File: config.mk
export PLATFORM = sky130hd
export DESIGN_NAME = jt10_adpcm_romarb_flat
export DESIGN_NICKNAME = d
export VERILOG_FILES = /design/src/rtl/jt10_adpcm_romarb_pkg.sv /design/src/rtl/jt10_adpcm_romarb_if.sv /design/src/rtl/jt10_adpcm_romarb_rdcache.sv /design/src/rtl/jt10_adpcm_romarb.sv /design/src/flat_wrapper.sv
export SDC_FILE = /design/constraint.sdc
export NUM_CORES = 1
export LEC_CHECK = 0
export CAP_MARGIN = 0
export CORE_MARGIN = 2
export CORE_UTILIZATION = 45
export DETAILED_ROUTE_END_ITERATION = 6
export DONT_BUFFER_PORTS = 1
export PLACE_DENSITY = 0.56
export SLEW_MARGIN = 20
export SYNTH_ARGS = -nofsm -noshare
export SYNTH_HDL_FRONTEND = slang
export SYNTH_HIERARCHICAL = 1
export SYNTH_SLANG_ARGS = --single-unit
File: constraint.sdc
create_clock -name clk -period 2.6 [get_ports clk]
set_input_delay 0.52 -clock clk [delete_from_list [all_inputs] [get_ports clk]]
set_output_delay 0.52 -clock clk [all_outputs]
set_load 0.01 [all_outputs]
File: src/rtl/jt10_adpcm_romarb_pkg.sv
// Shared types for the ADPCM ROM arbiter.
//   state_e   : arbiter FSM states (idle / ROM access in flight / strobe gap)
//   side_e    : requester identity (ADPCM-A or ADPCM-B)
//   pick_side : round-robin miss grant
package jt10_adpcm_romarb_pkg;

  typedef enum logic [1:0] {
    ST_IDLE = 2'd0,
    ST_BUSY = 2'd1,
    ST_GAP  = 2'd2
  } state_e;

  typedef enum logic {
    SIDE_A = 1'b0,
    SIDE_B = 1'b1
  } side_e;

  // Only one side missing gets the grant outright; a tie goes to the side
  // that was not granted last.
  function automatic side_e pick_side(input logic a_miss, input logic b_miss,
                                      input side_e last);
    side_e s;
    if (a_miss && b_miss) begin
      if (last == SIDE_B) s = SIDE_A;
      else                s = SIDE_B;
    end else if (a_miss) begin
      s = SIDE_A;
    end else begin
      s = SIDE_B;
    end
    return s;
  endfunction

endpackage

File: src/rtl/jt10_adpcm_romarb_if.sv
// Bus bundle between the two ADPCM requesters, the arbiter and the ROM port.
//   a_req/a_addr -> a_data/a_ok  : ADPCM-A read channel
//   b_req/b_addr -> b_data/b_ok  : ADPCM-B read channel
//   rom_addr/rom_cs -> rom_data/rom_ok : shared ROM port
//   tout_err : sticky ROM timeout flag
// modport slave  : the arbiter side
// modport master : the environment (requesters + ROM)
interface jt10_adpcm_romarb_if #(
  parameter int unsigned AW = 24
);
  logic          a_req;
  logic [AW-1:0] a_addr;
  logic [7:0]    a_data;
  logic          a_ok;
  logic          b_req;
  logic [AW-1:0] b_addr;
  logic [7:0]    b_data;
  logic          b_ok;
  logic [AW-1:0] rom_addr;
  logic          rom_cs;
  logic [7:0]    rom_data;
  logic          rom_ok;
  logic          tout_err;

  modport slave (
    input  a_req, a_addr, b_req, b_addr, rom_data, rom_ok,
    output a_data, a_ok, b_data, b_ok, rom_addr, rom_cs, tout_err
  );

  modport master (
    output a_req, a_addr, b_req, b_addr, rom_data, rom_ok,
    input  a_data, a_ok, b_data, b_ok, rom_addr, rom_cs, tout_err
  );
endinterface

File: src/rtl/jt10_adpcm_romarb_rdcache.sv
// One-entry read cache: remembers the last byte fetched from ROM for one
// requester and reports whether a lookup address matches it.
//   clk, rst : clock, synchronous active-high reset (invalidates the entry)
//   wr_en    : load wr_addr/wr_data and mark the entry valid
//   rd_addr  : lookup address (full-width compare)
//   hit      : entry valid and address matches
//   data     : cached byte
module jt10_adpcm_rdcache #(
  parameter int unsigned AW = 24
) (
  input  logic          clk,
  input  logic          rst,
  input  logic          wr_en,
  input  logic [AW-1:0] wr_addr,
  input  logic [7:0]    wr_data,
  input  logic [AW-1:0] rd_addr,
  output logic          hit,
  output logic [7:0]    data
);

  logic          valid_q, valid_d;
  logic [AW-1:0] addr_q,  addr_d;
  logic [7:0]    data_q,  data_d;

  always_comb begin
    valid_d = valid_q;
    addr_d  = addr_q;
    data_d  = data_q;
    if (wr_en) begin
      valid_d = 1'b1;
      addr_d  = wr_addr;
      data_d  = wr_data;
    end
  end

  always_ff @(posedge clk) begin
    if (rst) begin
      valid_q <= 1'b0;
      addr_q  <= '0;
      data_q  <= '0;
    end else begin
      valid_q <= valid_d;
      addr_q  <= addr_d;
      data_q  <= data_d;
    end
  end

  assign hit  = valid_q && (addr_q == rd_addr);
  assign data = data_q;

endmodule

File: src/rtl/jt10_adpcm_romarb.sv
// Shares one ADPCM sample ROM port between the ADPCM-A and ADPCM-B engines.
// Each requester has a one-entry read cache so that the second nibble of a
// byte costs no ROM cycle; misses are granted round-robin.
//   clk, rst : clock, synchronous active-high reset
//   bus      : requester channels, ROM port and sticky tout_err (slave side)
// Parameters: AW address width, TOUT max BUSY cycles waiting for rom_ok.
module jt10_adpcm_romarb
  import jt10_adpcm_romarb_pkg::*;
#(
  parameter int unsigned AW   = 24,
  parameter int unsigned TOUT = 1023
) (
  input  logic                      clk,
  input  logic                      rst,
  jt10_adpcm_romarb_if.slave        bus
);

  localparam int unsigned    CW       = $clog2(TOUT + 1);
  localparam logic [CW-1:0]  CNT_LAST = CW'(TOUT - 1);

  state_e        state_q,    state_d;
  side_e         rr_last_q,  rr_last_d;
  side_e         gnt_q,      gnt_d;
  logic          rom_cs_q,   rom_cs_d;
  logic [AW-1:0] rom_addr_q, rom_addr_d;
  logic [CW-1:0] cnt_q,      cnt_d;
  logic          a_ok_q,     a_ok_d;
  logic [7:0]    a_data_q,   a_data_d;
  logic          b_ok_q,     b_ok_d;
  logic [7:0]    b_data_q,   b_data_d;
  logic          tout_err_q, tout_err_d;

  logic          a_chit, b_chit;
  logic [7:0]    a_cdata, b_cdata;
  logic          a_wr, b_wr;
  logic          a_hit, a_miss, b_hit, b_miss;
  side_e         pick;

  jt10_adpcm_rdcache #(.AW(AW)) u_cache_a (
    .clk     (clk),
    .rst     (rst),
    .wr_en   (a_wr),
    .wr_addr (rom_addr_q),
    .wr_data (bus.rom_data),
    .rd_addr (bus.a_addr),
    .hit     (a_chit),
    .data    (a_cdata)
  );

  jt10_adpcm_rdcache #(.AW(AW)) u_cache_b (
    .clk     (clk),
    .rst     (rst),
    .wr_en   (b_wr),
    .wr_addr (rom_addr_q),
    .wr_data (bus.rom_data),
    .rd_addr (bus.b_addr),
    .hit     (b_chit),
    .data    (b_cdata)
  );

  // A request still high during its own ok cycle is the one just served;
  // it only counts as a new request from the following cycle on.
  assign a_hit  = bus.a_req && !a_ok_q &&  a_chit;
  assign a_miss = bus.a_req && !a_ok_q && !a_chit;
  assign b_hit  = bus.b_req && !b_ok_q &&  b_chit;
  assign b_miss = bus.b_req && !b_ok_q && !b_chit;
  assign pick   = pick_side(a_miss, b_miss, rr_last_q);

  always_comb begin
    state_d    = state_q;
    rr_last_d  = rr_last_q;
    gnt_d      = gnt_q;
    rom_cs_d   = rom_cs_q;
    rom_addr_d = rom_addr_q;
    cnt_d      = cnt_q;
    a_ok_d     = 1'b0;
    a_data_d   = a_data_q;
    b_ok_d     = 1'b0;
    b_data_d   = b_data_q;
    tout_err_d = tout_err_q;
    a_wr       = 1'b0;
    b_wr       = 1'b0;

    unique case (state_q)
      ST_IDLE: begin
        if (a_hit) begin
          a_ok_d   = 1'b1;
          a_data_d = a_cdata;
        end
        if (b_hit) begin
          b_ok_d   = 1'b1;
          b_data_d = b_cdata;
        end
        if (a_miss || b_miss) begin
          gnt_d      = pick;
          rr_last_d  = pick;
          rom_addr_d = (pick == SIDE_A) ? bus.a_addr : bus.b_addr;
          rom_cs_d   = 1'b1;
          cnt_d      = '0;
          state_d    = ST_BUSY;
        end
      end

      ST_BUSY: begin
        if (bus.rom_ok) begin
          rom_cs_d = 1'b0;
          state_d  = ST_GAP;
          // Cache fills even if the requester has since dropped req.
          if (gnt_q == SIDE_A) begin
            a_wr     = 1'b1;
            a_data_d = bus.rom_data;
            a_ok_d   = bus.a_req;
          end else begin
            b_wr     = 1'b1;
            b_data_d = bus.rom_data;
            b_ok_d   = bus.b_req;
          end
        end else if (cnt_q == CNT_LAST) begin
          // TOUT-th BUSY cycle without rom_ok: abort, return zero, no fill.
          rom_cs_d   = 1'b0;
          state_d    = ST_GAP;
          tout_err_d = 1'b1;
          if (gnt_q == SIDE_A) begin
            a_data_d = 8'h00;
            a_ok_d   = bus.a_req;
          end else begin
            b_data_d = 8'h00;
            b_ok_d   = bus.b_req;
          end
        end else begin
          cnt_d = cnt_q + CW'(1);
        end
      end

      ST_GAP: begin
        state_d = ST_IDLE;
      end

      default: begin
        state_d = ST_IDLE;
      end
    endcase
  end

  always_ff @(posedge clk) begin
    if (rst) begin
      state_q    <= ST_IDLE;
      rr_last_q  <= SIDE_B;
      gnt_q      <= SIDE_A;
      rom_cs_q   <= 1'b0;
      rom_addr_q <= '0;
      cnt_q      <= '0;
      a_ok_q     <= 1'b0;
      a_data_q   <= '0;
      b_ok_q     <= 1'b0;
      b_data_q   <= '0;
      tout_err_q <= 1'b0;
    end else begin
      state_q    <= state_d;
      rr_last_q  <= rr_last_d;
      gnt_q      <= gnt_d;
      rom_cs_q   <= rom_cs_d;
      rom_addr_q <= rom_addr_d;
      cnt_q      <= cnt_d;
      a_ok_q     <= a_ok_d;
      a_data_q   <= a_data_d;
      b_ok_q     <= b_ok_d;
      b_data_q   <= b_data_d;
      tout_err_q <= tout_err_d;
    end
  end

  assign bus.a_ok     = a_ok_q;
  assign bus.a_data   = a_data_q;
  assign bus.b_ok     = b_ok_q;
  assign bus.b_data   = b_data_q;
  assign bus.rom_cs   = rom_cs_q;
  assign bus.rom_addr = rom_addr_q;
  assign bus.tout_err = tout_err_q;

endmodule

File: src/flat_wrapper.sv
// flat-port wrapper written by rule: the top's interface ports become plain ports
module jt10_adpcm_romarb_flat import jt10_adpcm_romarb_pkg::*;
#(
  parameter int unsigned AW   = 24,
  parameter int unsigned TOUT = 1023
)
  (clk, rst, bus_a_req, bus_a_addr, bus_b_req, bus_b_addr, bus_rom_data, bus_rom_ok, bus_a_data, bus_a_ok, bus_b_data, bus_b_ok, bus_rom_addr, bus_rom_cs, bus_tout_err);
  jt10_adpcm_romarb_if #(.AW(AW)) bus_i ();
  input  logic clk;
  input  logic rst;
  input wire logic [$bits(bus_i.a_req)-1:0] bus_a_req;
  input wire logic [$bits(bus_i.a_addr)-1:0] bus_a_addr;
  input wire logic [$bits(bus_i.b_req)-1:0] bus_b_req;
  input wire logic [$bits(bus_i.b_addr)-1:0] bus_b_addr;
  input wire logic [$bits(bus_i.rom_data)-1:0] bus_rom_data;
  input wire logic [$bits(bus_i.rom_ok)-1:0] bus_rom_ok;
  output wire logic [$bits(bus_i.a_data)-1:0] bus_a_data;
  output wire logic [$bits(bus_i.a_ok)-1:0] bus_a_ok;
  output wire logic [$bits(bus_i.b_data)-1:0] bus_b_data;
  output wire logic [$bits(bus_i.b_ok)-1:0] bus_b_ok;
  output wire logic [$bits(bus_i.rom_addr)-1:0] bus_rom_addr;
  output wire logic [$bits(bus_i.rom_cs)-1:0] bus_rom_cs;
  output wire logic [$bits(bus_i.tout_err)-1:0] bus_tout_err;
  assign bus_i.a_req = bus_a_req;
  assign bus_i.a_addr = bus_a_addr;
  assign bus_i.b_req = bus_b_req;
  assign bus_i.b_addr = bus_b_addr;
  assign bus_i.rom_data = bus_rom_data;
  assign bus_i.rom_ok = bus_rom_ok;
  assign bus_a_data = bus_i.a_data;
  assign bus_a_ok = bus_i.a_ok;
  assign bus_b_data = bus_i.b_data;
  assign bus_b_ok = bus_i.b_ok;
  assign bus_rom_addr = bus_i.rom_addr;
  assign bus_rom_cs = bus_i.rom_cs;
  assign bus_tout_err = bus_i.tout_err;
  jt10_adpcm_romarb #(.AW(AW), .TOUT(TOUT)) u_core (.clk(clk), .rst(rst), .bus(bus_i));
endmodule
==> reports/results.txt <==
The flow ran to the end, and the final reports show no timing, DRC or antenna violations. Clock tree synthesis inserted a total of 17 buffers. Clock root buffer: sky130_fd_sc_hd__clkbuf_16.

0 antenna diodes ended up in the layout. The worst register-to-register path has a setup slack of 150 ps. The average cell area after synthesis is 9.66 sq um.

The critical path buffer and inverter count works out to 3. Clock-pin slew was measured on the worst setup and hold paths at 50 ps. The share of final-layout standard cells stronger than drive strength 1 is 0.143.

Most common cell type on the critical path: sky130_fd_sc_hd__buf_4. The initial antenna violation count came out at 0. The worst setup path is captured at a flop. The Yosys step of the flow raised 6 warnings. In this run the worst hold path is classified as in -> reg. TritonCTS built the clock tree.

The synthesized instance count came out at 592. The final route contains 4169 vias. The basic-gate share of the synthesized area counting and, or, nand and nor cells was 0.154; the count of final hold-check violations was 0. The required time at the worst-slack endpoint is 2860 ps. The register bit count reported by yosys is 124, and the slew at the pin closest to its max-slew limit is 893 ps. The vertical extent of the die is 117 um. The critical path goes through xor2_1 > nor4_1 > buf_4 > nand3_1 > nor4_2 > or3b_1 > buf_4 > a211oi_4 > buf_4 > and2_1 > o21ai_1.

For the overall fraction of global-route tracks in use, the log shows 0.209. The tools report the summed instance area of the synthesized netlist as 0.00572 sq mm. The post-synthesis to final-layout area growth is 14.8%, and the count of nets after finishing is 653. The cell type of the slowest stage on the worst timing path is sky130_fd_sc_hd__or3b_1. The detailed placement HPWL is 9.26 mm, and the shortest clock period the worst path allows after layout is 2450 ps.

The area fraction in compound gates after synthesis is 0.105. The run gives 124 as the number of sinks on the clock net. In this run, post-CTS hold repair placed 0 buffers. After layout, the design draws a total of 4.85 mW. The number of buffers on the longest clock path was 2; the final setup skew was 7.93 ps. The region available for standard cell placement spans 0.0125 sq mm. The multiplexer area fraction after synthesis is 0.186, and the number of global-route vias before repair is 4133. After detailed routing, the number of remaining DRC violations is 0. For the worst setup path, the data arrival time is 2710 ps.

The run gives 13.8 mm as the total wire length after detailed routing. The number of buffer cells added on primary ports was 0; the number of iterations in the first detailed-routing pass was 4. The number of inserted filler cells in the final layout was 1211; the fraction of the cycle the final worst path needs was 0.943. On the worst path, the slowest cell contributes a delay of 380 ps. IR analysis of the VDD net gives a maximum drop of 0.450 mV.

The analysis attributes to cell leakage a power of 2.45 nW. The tools report the critical register-to-register path startpoint as u_core/u_cache_b/addr_q[0]$_SDFFE_PP0P_. The power density over the cells was 739 mW/mm^2; the share of the synthesized netlist area taken by xor and xnor gates was 0.0781. Static timing analysis puts the maximum clock frequency at 0.408 GHz. By area the synthesized netlist is led by sky130_fd_sc_hd__dfxtp_1 43%, sky130_fd_sc_hd__mux2i_1 15%, sky130_fd_sc_hd__nor2_1 6.3%. The fraction of registers with async set or reset after synthesis came out at 0. Worst hold endpoint: u_core/bus.tout_err$_SDFFE_PP0P_. Pin placement for this block handled 105 I/O pins. The share of the synthesized area in the top cell type is 0.434. Combinational family with the most area after synthesis: multiplexers.

By startpoint and endpoint, the worst setup path is classified as reg -> reg. The final hold slack was 180 ps. Among all flip-flop cells after synthesis, the most frequent one is sky130_fd_sc_hd__dfxtp_1.

Setup repair after global routing could not meet its margin everywhere. The tools report the startpoint kind of the worst setup timing path as a flop. In this run the cell area measured after placement is 0.00593 sq mm. The tool flagged a number of max-cap violations equal to 0. For this block, the initial DRC count from the detailed router was 231. The post-detailed-route via-to-cell ratio works out to 5.39. The logs give 0.457 for the initial core utilization and 0 for the number of nets with antenna violations after routing. The tools report the residual overflow from global routing as 0.

The area share of fa/ha/maj cells after synthesis was 0.00438; the die footprint was 0.0136 sq mm. The net count after synthesis is 655, and the hold-critical path depth is 1. Tracing the worst setup path back leads to its startpoint at u_core/u_cache_b/addr_q[0]$_SDFFE_PP0P_. In this run the core area contains 41 standard-cell rows. The synthesized design spends more area on one cell type than any other, namely sky130_fd_sc_hd__dfxtp_1. For the worst-skew pair, the clock arrives at the later sink with an insertion delay of 410 ps. The die is 117 um wide. The number of cells on the worst reg-to-reg path was 11; the post-CTS repair timing setup buffer count was 0. The endpoint identified for the worst register-to-register timing path is u_core/rr_last_q$_SDFFE_PP1P_.

Register area share after synthesis: 0.434. Wire length of the first global-routing pass: 21.6 mm. The worst slew margin relative to its limit is 0.404, and the largest net degree at the start of global routing is 110. Dividing the detail-routed wire length by the instance count gives 17.8 um.

The worst hold path begins at rst. The setup violation total in the final timing report came out at 0. The count of final max-slew check failures came out at 0. The cell family with the largest share of critical-path delay was simple AND/OR/NAND/NOR gates. The weighted congestion reported at the end of routability-driven placement is 0.811, and the number of distinct standard cells referenced by the synthesized netlist is 53. The number of enable flip-flop cells after synthesis works out to 0. After routing the design area is 0.00657 sq mm. The largest driver fanout on the critical path came out at 22. CTS built an H-tree with a depth of 4.
-- final cells by class --
cell class / count / area, sq um / share of cell area
multi-input cells: 423 / 3070 / 0.468
well taps: 172 / 215 / 0.0328
clock inverters: 6 / 85.1 / 0.0130
clock buffers: 24 / 502 / 0.0764
flip-flops and latches: 124 / 2480 / 0.378
repair buffers: 18 / 189 / 0.0288
inverters: 6 / 22.5 / 0.00343
-- through the flow --
step / utilization / instances / TNS [ps] / setup slack (ps)
global route: 0.525 / 773 / -173 / -26.0
finish: 0.525 / 773 / 0 / 149
detailed placement: 0.474 / 743 / -3250 / -192
CTS: 0.521 / 773 / 0 / 27.7
global placement: 0.474 / 743 / -3310 / -192
floorplan: - / 592 / 0 / 338
-- layer usage --
metal / track usage / up-vias / part of all wire
met5: 0 / - / 0
met4: 0.0792 / 0 / 0.015
met3: 0.0680 / 19 / 0.052
met2: 0.351 / 100 / 0.50
met1: 0.250 / 1979 / 0.43
li1: - / 2071 / -
-- cell families (layout without fill, tap and decap cells) --
kind of cell    Yosys count  count (layout)
buf+inv                  45              54
compound gates           92              92
xor+xnor                 51              51
simple gates            174             174
mux                     104             104
fa+ha+maj                 2               2
flops                   124             124
-- power breakdown --
group          internal [mW]  switching [mW]  leakage (nW)
clock                   1.52           0.825         0.284
sequential              1.99           0.115          1.01
combinational          0.189           0.216          1.16
total                   3.70            1.16          2.45
-- synthesized netlist by cell type, types with 2 or more instances --
cell type,number
sky130_fd_sc_hd__nor3_1,9
sky130_fd_sc_hd__mux2_2,16
sky130_fd_sc_hd__a211oi_2,3
sky130_fd_sc_hd__xnor2_1,19
sky130_fd_sc_hd__and2_1,2
sky130_fd_sc_hd__or3_1,3
sky130_fd_sc_hd__a21oi_1,29
sky130_fd_sc_hd__and4_1,3
sky130_fd_sc_hd__o2111ai_1,3
sky130_fd_sc_hd__o21ba_2,2
sky130_fd_sc_hd__or2_2,2
sky130_fd_sc_hd__and3_1,2
sky130_fd_sc_hd__nor4_2,2
sky130_fd_sc_hd__o21ai_0,24
sky130_fd_sc_hd__nor4bb_1,2
sky130_fd_sc_hd__buf_4,8
sky130_fd_sc_hd__nand2_1,3
sky130_fd_sc_hd__nand3_1,7
sky130_fd_sc_hd__nor2b_1,20
sky130_fd_sc_hd__ha_1,2
sky130_fd_sc_hd__inv_1,6
sky130_fd_sc_hd__nor4_1,6
sky130_fd_sc_hd__xor2_1,32
sky130_fd_sc_hd__buf_6,2
sky130_fd_sc_hd__a211oi_1,4
sky130_fd_sc_hd__nand4_1,9
sky130_fd_sc_hd__nor2_1,96
sky130_fd_sc_hd__mux2i_1,88
sky130_fd_sc_hd__a22oi_1,14
sky130_fd_sc_hd__o21ai_2,2
sky130_fd_sc_hd__buf_2,8
sky130_fd_sc_hd__dfxtp_1,124
sky130_fd_sc_hd__clkbuf_1,20
-- state kept, by name, indices dropped and copies added (netlist names) --
name                      cells
u_core/bus.a_ok               1
u_core/bus.b_data             8
u_core/u_cache_b/data         8
u_core/rr_last_q              1
u_core/bus.rom_cs             1
u_core/u_cache_b/addr_q      24
u_core/bus.a_data             8
u_core/u_cache_a/addr_q      24
u_core/u_cache_b/valid_q      1
u_core/bus.tout_err           1
u_core/bus.b_ok               1
u_core/bus.rom_addr          24
u_core/u_cache_a/data         8
u_core/gnt_q                  1
u_core/cnt_q                 10
u_core/u_cache_a/valid_q      1
u_core/state_q                2
-- worst max-delay path by stage --
stage / to / slack [ps] / depth (start not counted)
2_1_floorplan: u_core/bus.b_data[0]$_SDFFE_PP0P_ / 340 / 8
3_3_place_gp: u_core/bus.a_data[1]$_SDFFE_PP0P_ / -190 / 9
3_5_place_dp: u_core/bus.a_data[2]$_SDFFE_PP0P_ / -190 / 9
4_1_cts: u_core/bus.a_data[2]$_SDFFE_PP0P_ / 30 / 9
5_1_grt: u_core/bus.b_data[2]$_SDFFE_PP0P_ / -30 / 8
6_report: u_core/rr_last_q$_SDFFE_PP1P_ / 150 / 11
-- cell usage in the layout (no fill, tap or decap), types with 5 or more instances in the layout --
cell / count
sky130_fd_sc_hd__a22oi_1: 14
sky130_fd_sc_hd__xor2_1: 32
sky130_fd_sc_hd__clkbuf_16: 17
sky130_fd_sc_hd__dfxtp_1: 124
sky130_fd_sc_hd__mux2_2: 16
sky130_fd_sc_hd__nor3_1: 7
sky130_fd_sc_hd__inv_1: 6
sky130_fd_sc_hd__nand4_1: 9
sky130_fd_sc_hd__a21oi_1: 29
sky130_fd_sc_hd__mux2i_1: 88
sky130_fd_sc_hd__nand3_1: 7
sky130_fd_sc_hd__clkbuf_8: 5
sky130_fd_sc_hd__nor2_1: 96
sky130_fd_sc_hd__o21ai_0: 24
sky130_fd_sc_hd__buf_4: 13
sky130_fd_sc_hd__nor2b_1: 20
sky130_fd_sc_hd__xnor2_1: 19
-- repair_timing --
action | 4_1_cts | 5_1_grt
hold endpoints to repair | 0 | 0
endpoints found under the setup margin | 6 | 25
resized for setup | 2 | 6
pin swaps | 0 | 0
Power figures use the tool's default switching activity.
